===== src/rtl/multicycle_ctrl_if.sv =====
// Control bus between the multi-cycle sequencer and the MIPS datapath/memories.
// The controller takes the master side; the datapath/memory model takes the slave side.
interface multicycle_ctrl_if;
  logic [5:0] opcode;
  logic [5:0] funct;
  logic       Zero;
  logic       imem_ready;
  logic       dmem_ready;
  logic       imem_req;
  logic       dmem_req;
  logic       IRWr;
  logic       PCWr;
  logic [1:0] NPCOp;
  logic [2:0] ALUOp;
  logic [1:0] A3WRSel;
  logic [1:0] WDSel;
  logic       EXTOp;
  logic       RFWE;
  logic       ALUBSel;
  logic       DMWr;
  logic       err;
  logic [2:0] state;

  modport master (
    input  opcode, funct, Zero, imem_ready, dmem_ready,
    output imem_req, dmem_req, IRWr, PCWr, NPCOp, ALUOp, A3WRSel, WDSel,
           EXTOp, RFWE, ALUBSel, DMWr, err, state
  );

  modport slave (
    output opcode, funct, Zero, imem_ready, dmem_ready,
    input  imem_req, dmem_req, IRWr, PCWr, NPCOp, ALUOp, A3WRSel, WDSel,
           EXTOp, RFWE, ALUBSel, DMWr, err, state
  );
endinterface


===== src/rtl/multicycle_ctrl.sv =====
// Multi-cycle FETCH/DECODE/EXE/MEM/WB sequencer for the MIPS datapath with
// req/ready memory handshakes and a sticky per-access timeout trap.
module multicycle_ctrl #(
  parameter int unsigned TIMEOUT = 255
) (
  input logic              clk,
  input logic              reset,
  multicycle_ctrl_if.master bus
);

  typedef enum logic [2:0] {
    S_FETCH  = 3'd0,
    S_DECODE = 3'd1,
    S_EXE    = 3'd2,
    S_MEM    = 3'd3,
    S_WB     = 3'd4,
    S_ERR    = 3'd7
  } state_t;

  typedef enum logic [3:0] {
    I_UND, I_ADDU, I_SUBU, I_JR, I_ORI, I_LW, I_SW, I_BEQ, I_LUI, I_JAL
  } instr_t;

  localparam logic [7:0] LIMIT = 8'(TIMEOUT - 1);

  state_t     r_state, w_next;
  logic [7:0] r_wcnt, w_wcnt_nxt;
  instr_t     w_ins;
  logic [2:0] w_aluop;
  logic       w_alub, w_ext;

  logic       w_imreq, w_dmreq, w_irwr, w_pcwr, w_rfwe, w_dmwr, w_err;
  logic [1:0] w_npc, w_a3, w_wd;
  logic [2:0] w_aluop_o;
  logic       w_alub_o, w_ext_o;

  always_comb begin
    w_ins = I_UND;
    case (bus.opcode)
      6'h00: begin
        case (bus.funct)
          6'h21:   w_ins = I_ADDU;
          6'h23:   w_ins = I_SUBU;
          6'h08:   w_ins = I_JR;
          default: w_ins = I_UND;
        endcase
      end
      6'h0D:   w_ins = I_ORI;
      6'h23:   w_ins = I_LW;
      6'h2B:   w_ins = I_SW;
      6'h04:   w_ins = I_BEQ;
      6'h0F:   w_ins = I_LUI;
      6'h03:   w_ins = I_JAL;
      default: w_ins = I_UND;
    endcase
  end

  // Datapath steering per instruction; only meaningful from DECODE onward.
  always_comb begin
    w_aluop = 3'b000;
    w_alub  = 1'b0;
    w_ext   = 1'b0;
    case (w_ins)
      I_SUBU:     w_aluop = 3'b001;
      I_ORI:      begin w_aluop = 3'b010; w_alub = 1'b1; end
      I_LW, I_SW: begin w_alub = 1'b1; w_ext = 1'b1; end
      I_BEQ:      begin w_aluop = 3'b001; w_ext = 1'b1; end
      I_LUI:      begin w_aluop = 3'b011; w_alub = 1'b1; end
      default:    ;
    endcase
  end

  always_ff @(posedge clk or negedge reset) begin
    if (!reset) begin
      r_state <= S_FETCH;
      r_wcnt  <= '0;
    end else begin
      r_state <= w_next;
      r_wcnt  <= w_wcnt_nxt;
    end
  end

  // Counter defaults to zero, so it is clear on entry to FETCH/MEM and on ready.
  always_comb begin
    w_next     = r_state;
    w_wcnt_nxt = '0;
    w_imreq    = 1'b0;
    w_dmreq    = 1'b0;
    w_irwr     = 1'b0;
    w_pcwr     = 1'b0;
    w_rfwe     = 1'b0;
    w_dmwr     = 1'b0;
    w_err      = 1'b0;
    w_npc      = 2'b00;
    w_a3       = 2'b00;
    w_wd       = 2'b00;
    w_aluop_o  = 3'b000;
    w_alub_o   = 1'b0;
    w_ext_o    = 1'b0;
    case (r_state)
      S_FETCH: begin
        w_imreq = 1'b1;
        if (bus.imem_ready) begin
          w_irwr = 1'b1;
          w_next = S_DECODE;
        end else if (r_wcnt == LIMIT) begin
          w_next = S_ERR;
        end else begin
          w_wcnt_nxt = r_wcnt + 8'd1;
        end
      end
      S_DECODE: begin
        w_ext_o = w_ext;
        w_next  = S_EXE;
      end
      S_EXE: begin
        w_aluop_o = w_aluop;
        w_alub_o  = w_alub;
        w_ext_o   = w_ext;
        case (w_ins)
          I_BEQ: begin
            w_pcwr = 1'b1;
            w_npc  = bus.Zero ? 2'b01 : 2'b00;
            w_next = S_FETCH;
          end
          I_JR: begin
            w_pcwr = 1'b1;
            w_npc  = 2'b11;
            w_next = S_FETCH;
          end
          I_UND: begin
            w_pcwr = 1'b1;
            w_next = S_FETCH;
          end
          I_LW, I_SW: w_next = S_MEM;
          default:    w_next = S_WB;
        endcase
      end
      S_MEM: begin
        w_dmreq   = 1'b1;
        w_aluop_o = w_aluop;
        w_alub_o  = w_alub;
        w_ext_o   = w_ext;
        w_dmwr    = (w_ins == I_SW);
        if (bus.dmem_ready) begin
          if (w_ins == I_SW) begin
            w_pcwr = 1'b1;
            w_next = S_FETCH;
          end else begin
            w_next = S_WB;
          end
        end else if (r_wcnt == LIMIT) begin
          w_next = S_ERR;
        end else begin
          w_wcnt_nxt = r_wcnt + 8'd1;
        end
      end
      S_WB: begin
        w_rfwe    = 1'b1;
        w_pcwr    = 1'b1;
        w_aluop_o = w_aluop;
        w_alub_o  = w_alub;
        w_ext_o   = w_ext;
        w_next    = S_FETCH;
        case (w_ins)
          I_ADDU, I_SUBU: w_a3 = 2'b01;
          I_LW:           w_wd = 2'b01;
          I_JAL: begin
            w_a3  = 2'b10;
            w_wd  = 2'b10;
            w_npc = 2'b10;
          end
          default: ;
        endcase
      end
      S_ERR: begin
        w_err  = 1'b1;
        w_next = S_ERR;
      end
      default: w_next = S_FETCH;
    endcase
  end

  // Everything is forced low while reset is asserted, independent of the clock.
  assign bus.imem_req = w_imreq & reset;
  assign bus.dmem_req = w_dmreq & reset;
  assign bus.IRWr     = w_irwr & reset;
  assign bus.PCWr     = w_pcwr & reset;
  assign bus.RFWE     = w_rfwe & reset;
  assign bus.DMWr     = w_dmwr & reset;
  assign bus.err      = w_err & reset;
  assign bus.NPCOp    = reset ? w_npc : 2'b00;
  assign bus.A3WRSel  = reset ? w_a3 : 2'b00;
  assign bus.WDSel    = reset ? w_wd : 2'b00;
  assign bus.ALUOp    = reset ? w_aluop_o : 3'b000;
  assign bus.ALUBSel  = w_alub_o & reset;
  assign bus.EXTOp    = w_ext_o & reset;
  assign bus.state    = r_state;

endmodule


===== src/flat_wrapper.sv =====
// flat-port wrapper written by rule: the top's interface ports become plain ports
module multicycle_ctrl_flat 
#(
  parameter int unsigned TIMEOUT = 255
)
  (clk, reset, bus_opcode, bus_funct, bus_Zero, bus_imem_ready, bus_dmem_ready, bus_imem_req, bus_dmem_req, bus_IRWr, bus_PCWr, bus_NPCOp, bus_ALUOp, bus_A3WRSel, bus_WDSel, bus_EXTOp, bus_RFWE, bus_ALUBSel, bus_DMWr, bus_err, bus_state);
  multicycle_ctrl_if bus_i ();
  input logic clk;
  input logic reset;
  input wire logic [$bits(bus_i.opcode)-1:0] bus_opcode;
  input wire logic [$bits(bus_i.funct)-1:0] bus_funct;
  input wire logic [$bits(bus_i.Zero)-1:0] bus_Zero;
  input wire logic [$bits(bus_i.imem_ready)-1:0] bus_imem_ready;
  input wire logic [$bits(bus_i.dmem_ready)-1:0] bus_dmem_ready;
  output wire logic [$bits(bus_i.imem_req)-1:0] bus_imem_req;
  output wire logic [$bits(bus_i.dmem_req)-1:0] bus_dmem_req;
  output wire logic [$bits(bus_i.IRWr)-1:0] bus_IRWr;
  output wire logic [$bits(bus_i.PCWr)-1:0] bus_PCWr;
  output wire logic [$bits(bus_i.NPCOp)-1:0] bus_NPCOp;
  output wire logic [$bits(bus_i.ALUOp)-1:0] bus_ALUOp;
  output wire logic [$bits(bus_i.A3WRSel)-1:0] bus_A3WRSel;
  output wire logic [$bits(bus_i.WDSel)-1:0] bus_WDSel;
  output wire logic [$bits(bus_i.EXTOp)-1:0] bus_EXTOp;
  output wire logic [$bits(bus_i.RFWE)-1:0] bus_RFWE;
  output wire logic [$bits(bus_i.ALUBSel)-1:0] bus_ALUBSel;
  output wire logic [$bits(bus_i.DMWr)-1:0] bus_DMWr;
  output wire logic [$bits(bus_i.err)-1:0] bus_err;
  output wire logic [$bits(bus_i.state)-1:0] bus_state;
  assign bus_i.opcode = bus_opcode;
  assign bus_i.funct = bus_funct;
  assign bus_i.Zero = bus_Zero;
  assign bus_i.imem_ready = bus_imem_ready;
  assign bus_i.dmem_ready = bus_dmem_ready;
  assign bus_imem_req = bus_i.imem_req;
  assign bus_dmem_req = bus_i.dmem_req;
  assign bus_IRWr = bus_i.IRWr;
  assign bus_PCWr = bus_i.PCWr;
  assign bus_NPCOp = bus_i.NPCOp;
  assign bus_ALUOp = bus_i.ALUOp;
  assign bus_A3WRSel = bus_i.A3WRSel;
  assign bus_WDSel = bus_i.WDSel;
  assign bus_EXTOp = bus_i.EXTOp;
  assign bus_RFWE = bus_i.RFWE;
  assign bus_ALUBSel = bus_i.ALUBSel;
  assign bus_DMWr = bus_i.DMWr;
  assign bus_err = bus_i.err;
  assign bus_state = bus_i.state;
  multicycle_ctrl #(.TIMEOUT(TIMEOUT)) u_core (.clk(clk), .reset(reset), .bus(bus_i));
endmodule

===== config.mk =====
export PLATFORM = sky130hd
export DESIGN_NAME = multicycle_ctrl_flat
export DESIGN_NICKNAME = d
export VERILOG_FILES = /design/src/rtl/multicycle_ctrl_if.sv /design/src/rtl/multicycle_ctrl.sv /design/src/flat_wrapper.sv
export SDC_FILE = /design/constraint.sdc
export NUM_CORES = 1
export LEC_CHECK = 0
export CAP_MARGIN = 20
export CORE_MARGIN = 4
export CORE_UTILIZATION = 40
export CTS_BUF_LIST = sky130_fd_sc_hd__clkbuf_8 sky130_fd_sc_hd__clkbuf_16
export DETAILED_ROUTE_END_ITERATION = 16
export PLACE_DENSITY = 0.71
export SETUP_SLACK_MARGIN = 0.2
export SLEW_MARGIN = 20
export SYNTH_ARGS = -nofsm -noshare
export SYNTH_HDL_FRONTEND = slang
export SYNTH_SLANG_ARGS = --single-unit

===== constraint.sdc =====
create_clock -name clk -period 4.9 [get_ports clk]
set_clock_uncertainty 0.2 [all_clocks]
set_input_delay 0.735 -clock clk [delete_from_list [all_inputs] [get_ports clk]]
set_output_delay 0.735 -clock clk [all_outputs]
set_load 0.03 [all_outputs]

==> flow_summary.yaml <==
status:
  status: "completed"
global_route:
  gr-total-overflow: 0
  grt_max_degree: 15
  grt_pass1_wl_um: 5450
  grt_pass1_vias: 1250
  grtUsageMet1_pct: 21.8
  met2_usage_pct: 26.4
  antenna_found_initial: 0
  grt-busiest-layer: "met2"
  track_usage_pct: 16.8
  grt_use_met3_pct: 4.68
die:
  start_util_pct: 42.7
  dieArea_um2: 3940
  die_y_um: 62.7
  die_w_um: 62.7
  rows: 19
  ios: 38
  core_area_um2: 2810
route:
  vias: 1207
  drc_errors: 0
  wl_um: 3110
  ant_nets: 0
  routedWlPerCell_um: 14.5
  routed_via_density: 5.64
  initialDrtViolationCount: 50
  drt_pass1_iterations: 5
synth:
  synth_ff_type: "dfrtp_1"
  syn_area_um2: 1200
  syn_nets: 170
  syn_area_per_cell_um2: 7.94
  synth_cells: 151
  yosys_warnings: 0
  ys_seq_elements: 11
  synth.distinct_cells: 51
  synth_edf_count: 0
  async_flop_share_pct: 100
  seq_area_frac_synth_pct: 23.0
clock_network:
  cts-buffers-inserted: 3
  cts.clk_slew.worst_paths_ns: 0.05
  cts_tree: "done"
  cts_hold_buf: 0
  clock_path_buffers: 2
  post-cts-setup-buffers: 0
  clock_latency_ns: 0.24
  cts.htree.levels: 1
  postCtsResizedCells: 0
  cts.sinks: 11
  cts-root-buf: "clkbuf_8"
min_path:
  hp-class: "register to register"
  min_path_cells: 1
power_and_ir_drop:
  power_mw: 0.419
  powerDensity_nw_per_um2: 265
  peakVddDrop_v: 0.000124
  p_leak_nw: 0.593
timing:
  final-setup-viol-count: 0
  max_clock_freq_mhz: 238
  post-route-min-period_ns: 4.21
  hold_violations: 0
  worstMarginPinSlew_ns: 0.593
  fin_crit_sh_pct: 85.9
  fin_tns_setup_ns: 0
  slew_viol_final: 0
  max_slew_margin_pct: 60.2
  rsz0062_at_grt: "no"
cells_and_area:
  area_growth_pct: 31.9
  fin_cells: 214
  antenna_cells: 0
  fin_nets: 203
  nFillCells: 290
  fin_util_pct: 56.4
  drive_gt1_share_pct: 8.20
worst_setup_path:
  cp-end-kind: "output port"
  worstRegToRegCells: 4
  crit_arrival_ns: 3.27
  criticalPathCategory: "input pin to output port"
  worstPathRequired_ns: 3.96
  start_kind: "input pin"
  cp_max_fo: 9
placement:
  dpl.hpwl_um: 2460
  finalWeightedCongestion: 0.828
  dp.cells: 210
  port_buffers: 36
job:
  maxCapViolCount: 0
registers in the layout, summed over array words and instances (netlist names):
name and count:
u_core.r_wcnt 8, u_core.bus.state 3
report_power, final:
part	switching, mW	internal (mW)	total (mW)
Combinational	0.107	0.0825	0.190
Sequential	0.0371	0.106	0.143
Clock	0.0322	0.0548	0.0870
Total	0.177	0.243	0.419
cell usage after synthesis, types with 4 or more instances:
| master | instances | share of area [%] |
|---|---|---|
| nor2_1 | 20 | 6.3 |
| nand2_1 | 12 | 3.8 |
| dfrtp_1 | 11 | 23 |
| a21oi_1 | 7 | 2.9 |
| nand3_1 | 7 | 2.9 |
| nand3b_1 | 7 | 4.4 |
| o21ai_0 | 7 | 2.9 |
| inv_1 | 5 | 1.6 |
| nor2b_1 | 5 | 2.6 |
| xor2_1 | 5 | 3.7 |
| nor3_1 | 4 | 1.7 |
| or3_1 | 4 | 2.1 |
cells by family after synthesis:
family / synth area share [%]
simple gates: 39.9
compound gates: 21.6
buf+inv: 7.31
flops: 23.0
xor+xnor: 5.85
fa+ha+maj: 2.09
other cells: 0.313
placed cells by master, fill, tap and decap left out, types with 6 or more instances in the layout:
master,n
nor2_1,20
dfrtp_1,11
nand3b_1,7
nand2_1,12
inv_1,6
o21ai_0,7
clkdlybuf4s50_1,36
nand3_1,7
a21oi_1,7
final timing paths:
| check | from | endpoint | slack [ns] |
|---|---|---|---|
| setup / recovery | bus_opcode[5] | bus_WDSel[0] | 0.69 |
| hold / removal | u_core.r_wcnt[0] | u_core.r_wcnt[0] | 0.34 |
| setup reg to reg | u_core.bus.state[0] | u_core.r_wcnt[7] | 2.78 |
| hold reg to reg | u_core.r_wcnt[0] | u_core.r_wcnt[0] | 0.34 |
| max in group asynchronous | reset | u_core.r_wcnt[7] | 3.60 |
| min in group asynchronous | reset | u_core.bus.state[1] | 0.75 |
through the flow:
step / hold WS (ns) / setup WS (ns) / area (um^2)
2_1_floorplan: 0.239 / 1.57 / 1200
3_3_place_gp: 0.317 / 0.752 / 1540
4_1_cts: 0.337 / 0.698 / 1580
6_report: 0.341 / 0.691 / 1580
5_1_grt: 0.358 / 0.537 / 1580
3_5_place_dp: 0.322 / 0.710 / 1540
layer usage:
metal / part of all wire, % / vias to the layer above
li1: - / 606
met1: 47 / 559
met2: 46 / 39
met3: 5.9 / 3
met4: 0.74 / 0
met5: 0 / -
critical path, stage by stage:
cell	delay, ns
clkdlybuf4s50_1	0.62
nor4_4	0.40
nand3_2	0.16
o31ai_4	0.31
nand3_2	0.14
a211oi_2	0.22
clkdlybuf4s50_1	0.69
final cells by class:
class	count	area [um^2]	area share (%)
Clock buffer	3	41.3	2.61
Clock inverter	1	3.75	0.237
Inverter	5	18.8	1.19
Multi-Input combinational cell	126	836	52.8
Sequential cell	11	275	17.4
Tap cell	31	38.8	2.45
Timing Repair Buffer	37	368	23.3
Power figures use the tool's default switching activity.
==> patch 1, RTL diff (config.mk and constraints unchanged) <==
Put a register stage on the output `bus.err`. The value now appears one clock later.
--- a/src/rtl/multicycle_ctrl.sv
+++ b/src/rtl/multicycle_ctrl.sv
@@ -189,5 +189,7 @@
   assign bus.RFWE     = w_rfwe & reset;
   assign bus.DMWr     = w_dmwr & reset;
-  assign bus.err      = w_err & reset;
+  always_ff @(posedge clk) begin
+    bus.err <= w_err & reset;
+  end
   assign bus.NPCOp    = reset ? w_npc : 2'b00;
   assign bus.A3WRSel  = reset ? w_a3 : 2'b00;
Check against the original RTL: no difference found for any inputs over 10 cycles, from zero or initial values and one cycle with reset low; that may be too few to reach the edited logic, so the function may still have changed.
==> patch 1 against the unedited design <==
Sequential power up 6%; non-clock buffer count unchanged; total power up 7.0%; cell area up 1.9%; register-to-register slack about the same; largest power group unchanged; worst setup slack worse by 0.068 ns; sequential cell count up 1; area after synthesis up 1.7%; routed wire length up 3.8%.
==> patch 1: results <==
[worst_setup_path]
reg2reg_to = "u_core.r_wcnt[7]$_DFF_PN0_"
startpoint = "bus_opcode[5]"
regToRegSetupSlack_ns = 2.79
worstPathArrival_ns = 3.34
crit_slowest_cell = "clkdlybuf4s50_1"
worstPathMaxFanout = 9
r2r-start = "u_core.bus.state[0]$_DFF_PN0_"
max_stage_delay_ns = 0.71
r2r_cells = 4
critPathCapture = "bus_PCWr"

[logic_synthesis]
synth_area_leaders = "dfrtp_1 23%, nor2_1 6.2%, nand3b_1 4.3%"
yosys_warnings = 0
yosys.cell_count.top_type = "nor2_1"
yosysSeqAreaShare_pct = 24.2
syn_nets = 171
synthArstFlopShare_pct = 91.7
synth_cell_types = 52

[power_and_ir_drop]
leakagePower_uw = 0.000603
irDropWorstVdd_v = 0.000115

[detailed_routing]
wl_per_cell_um = 15.0
via_count = 1240
drt_iter0_markers = 57
drt_first_pass_iters = 4

[global_route]
grt_max_degree = 15
grt_use_total_pct = 16.3
grt_pass1_wl_mm = 5.32

[cells_and_area]
top_register = "u_core.r_wcnt"
fin_nets = 204
fillCellCount = 272
final_layout_size_suffix_gt1_share_pct = 8.70

[status]
status = "completed"

[sta]
finalMaxSlewViolations = 0
slew_headroom_pct = 60.9

[place]
dp_hpwl_mm = 2.53
gp_congestion = 0.865

[clock_network]
clock_latency_ns = 0.24
cts_buffer_depth = 2
==> patch 1: changes by cell type after synthesis <==
cell,change
dfxtp_1,+1
==> patch 1: cell families (layout without fill, tap and decap cells) <==
family | after synthesis | in the layout | synth area share, %
buffers and inverters | 14 | 46 | 7.19
and+or+nand+nor | 80 | 80 | 39.2
other | 1 | 1 | 0.308
xor gates and xnor gates | 8 | 8 | 5.75
DFF | 12 | 12 | 24.2
adders and majority gates | 2 | 2 | 2.05
AOI/OAI and AO/OA | 35 | 35 | 21.3
==> patch 1: worst register-to-register path: stages (launching register included) <==
cell and delay (ns):
dfrtp_1 0.60, nand2_1 0.23, o21ai_0 0.32, or3b_1 0.52, a21oi_1 0.16
==> patch 1: worst min-delay path by stage <==
stage	startpoint	to	slack, ns
floorplan	reset	u_core.bus.state[0]$_DFF_PN0_	0.24
global placement	u_core.r_wcnt[4]$_DFF_PN0_	u_core.r_wcnt[4]$_DFF_PN0_	0.32
detailed placement	u_core.r_wcnt[0]$_DFF_PN0_	u_core.r_wcnt[0]$_DFF_PN0_	0.33
CTS	u_core.r_wcnt[0]$_DFF_PN0_	u_core.r_wcnt[0]$_DFF_PN0_	0.35
global route	u_core.r_wcnt[0]$_DFF_PN0_	u_core.r_wcnt[0]$_DFF_PN0_	0.38
finish	u_core.r_wcnt[0]$_DFF_PN0_	u_core.r_wcnt[0]$_DFF_PN0_	0.34
==> patch 1: power by group <==
| part | leakage (uW) | internal [uW] | switching [uW] | total (uW) |
|---|---|---|---|---|
| sequential | 0.000158 | 114 | 37.6 | 151 |
| combinational | 0.000416 | 82.7 | 109 | 192 |
| clock | 0.0000288 | 70.8 | 34.8 | 106 |
==> patch 1: area by class of cell <==
type | instances | share of cell area [%]
repair buffers | 37 | 22.8
flip-flops and latches | 12 | 18.3
clock buffers | 4 | 3.42
well taps | 31 | 2.41
multi-input cells | 126 | 51.9
inverters | 5 | 1.16
==> patch 1: routing by layer <==
metal  GRT usage (%)  up-vias  share of wire (%)
met5               0        -                  0
met4            5.12        0               0.43
met3            4.44        3                6.9
met2            25.8       51                 46
met1            21.4      572                 47
li1                -      614                  -
==> patch 1: stage by stage <==
stage | util (%) | std cells | setup WS, ns | power [uW] | area, sq um
after global placement | 55.0 | 211 | 0.761 | 338 | 1560
after global routing | 57.0 | 215 | 0.476 | 481 | 1610
after detailed placement | 55.0 | 211 | 0.644 | 344 | 1560
after floorplan | - | 152 | 1.57 | 283 | 1220
after CTS | 57.0 | 215 | 0.635 | 452 | 1610
final | 57.0 | 215 | 0.622 | 449 | 1610
==> patch 2, RTL diff (same settings) <==
Without the edit above. `TIMEOUT` is set to 255 in 2 places; all go to 127.
--- a/src/rtl/multicycle_ctrl.sv
+++ b/src/rtl/multicycle_ctrl.sv
@@ -2,5 +2,5 @@
 // req/ready memory handshakes and a sticky per-access timeout trap.
 module multicycle_ctrl #(
-  parameter int unsigned TIMEOUT = 255
+  parameter int unsigned TIMEOUT = 127
 ) (
   input logic              clk,
--- a/src/flat_wrapper.sv
+++ b/src/flat_wrapper.sv
@@ -2,5 +2,5 @@
 module multicycle_ctrl_flat 
 #(
-  parameter int unsigned TIMEOUT = 255
+  parameter int unsigned TIMEOUT = 127
 )
   (clk, reset, bus_opcode, bus_funct, bus_Zero, bus_imem_ready, bus_dmem_ready, bus_imem_req, bus_dmem_req, bus_IRWr, bus_PCWr, bus_NPCOp, bus_ALUOp, bus_A3WRSel, bus_WDSel, bus_EXTOp, bus_RFWE, bus_ALUBSel, bus_DMWr, bus_err, bus_state);
Check against the original RTL: no difference found for any inputs over 10 cycles, from zero or initial values and one cycle with reset low; that may be too few to reach the edited logic, so the function may still have changed.
==> patch 2 against the unedited design <==
Cell area about the same; die area about the same; sequential cell count unchanged; total power up 1.0%; sequential share of layout area about the same; area after synthesis up 0.10%; non-clock buffer count unchanged; worst setup slack worse by 0.045 ns; final cell count down 0.47%; routed wire length down 1.9%; largest cell class unchanged.
==> patch 2: results <==
[clock_network]
cts.htree.levels = 1
clockRootBuffer = "clkbuf_8"
clock_latency_ns = 0.24
clkTransAtPathRegs_ns = 0.05

[status]
status = "completed"

[logic_synthesis]
synth_area_leaders = "dfrtp_1 23%, nor2_1 5.9%, nand3b_1 4.4%"
syn_area_per_cell_sq_um = 8.00
synth_top_cells_by_count = "19 x nor2_1, 11 x dfrtp_1, 11 x nand2_1"
synth_xor_area_share_pct = 5.84
synth_top_family_by_area = "simple AND/OR/NAND/NOR gates"
synth_cell_types = 51
yosys.area_share.adder_pct = 2.09
synth-compound-area-share_pct = 21.7
yosysSeqAreaShare_pct = 22.9
syn_nets = 169

[place]
gp_congestion = 0.889
dp_hpwl_mm = 2.41
pre_cts_ws_ns = 0.672
dpl-instance-area_sq_um = 1540

[global_route]
grt_pass1_wl_mm = 5.24
grt_use_met1_pct = 20.2
grt_use_met3_pct = 4.32
grt_use_total_pct = 15.9

[cells_and_area]
n_antenna_cell = 0
fin_nets = 202
stdcell_count = 213
final_layout_size_suffix_gt1_share_pct = 8.24

[detailed_routing]
via_count = 1180
drt_iter0_markers = 74
wl_met2_mm = 1.39
wl_met3_um = 149
drt_first_pass_iters = 4
wl_met1_mm = 1.48

[worst_setup_path]
reg2reg_to = "u_core.r_wcnt[4]$_DFF_PN0_"
worstPathArrival_ns = 3.32
r2r_cells = 4

[sta]
timing.hold.ws_ns = 0.332
worst_pin_slew_ns = 0.564

[power_and_ir_drop]
leakagePower_uw = 0.000594
## patch 2: critical path: stages
cell,delay [ns]
clkdlybuf4s50_1,0.64
nor4_4,0.40
nand3_2,0.16
o31ai_4,0.31
a22oi_1,0.16
o22ai_1,0.21
clkdlybuf4s50_1,0.70
## patch 2: cell families (layout without fill, tap and decap cells)
group,count (synthesis),count (layout)
AND/OR/NAND/NOR,79,79
AO/OA/AOI/OAI,35,35
buffers and inverters,14,46
flip-flops,11,11
XOR/XNOR,8,8
adder cells (fa/ha/maj),2,2
other,1,1
## patch 2: cell type report
| class | count | area (sq um) |
|---|---|---|
| fill | 268 | 1220 |
| multi-input combinational | 125 | 837 |
| timing repair buffer | 37 | 368 |
| sequential | 11 | 275 |
| clock buffer | 3 | 41.3 |
| tap | 31 | 38.8 |
| inverter | 5 | 18.8 |
| clock inverter | 1 | 3.75 |
## patch 2: worst max path at each step
stage	startpoint	to	slack (ns)	depth (start not counted)
floorplan	bus_opcode[2]	bus_NPCOp[0]	1.57	5
finish	bus_opcode[5]	bus_PCWr	0.65	7
global route	bus_opcode[2]	bus_ALUBSel	0.53	7
detailed placement	bus_opcode[5]	bus_WDSel[0]	0.67	7
CTS	bus_opcode[5]	bus_WDSel[0]	0.67	7
global placement	bus_opcode[5]	bus_WDSel[0]	0.73	7
## patch 2: power by group through the flow
| stage | Sequential (uW) | Combinational [uW] | Clock (uW) |
|---|---|---|---|
| finish | 143 | 193 | 88.5 |
| global route | 147 | 209 | 98.9 |
| CTS | 143 | 192 | 91.8 |
| detailed placement | 144 | 191 | 0 |
| global placement | 142 | 189 | 0 |
| floorplan | 138 | 138 | 0 |
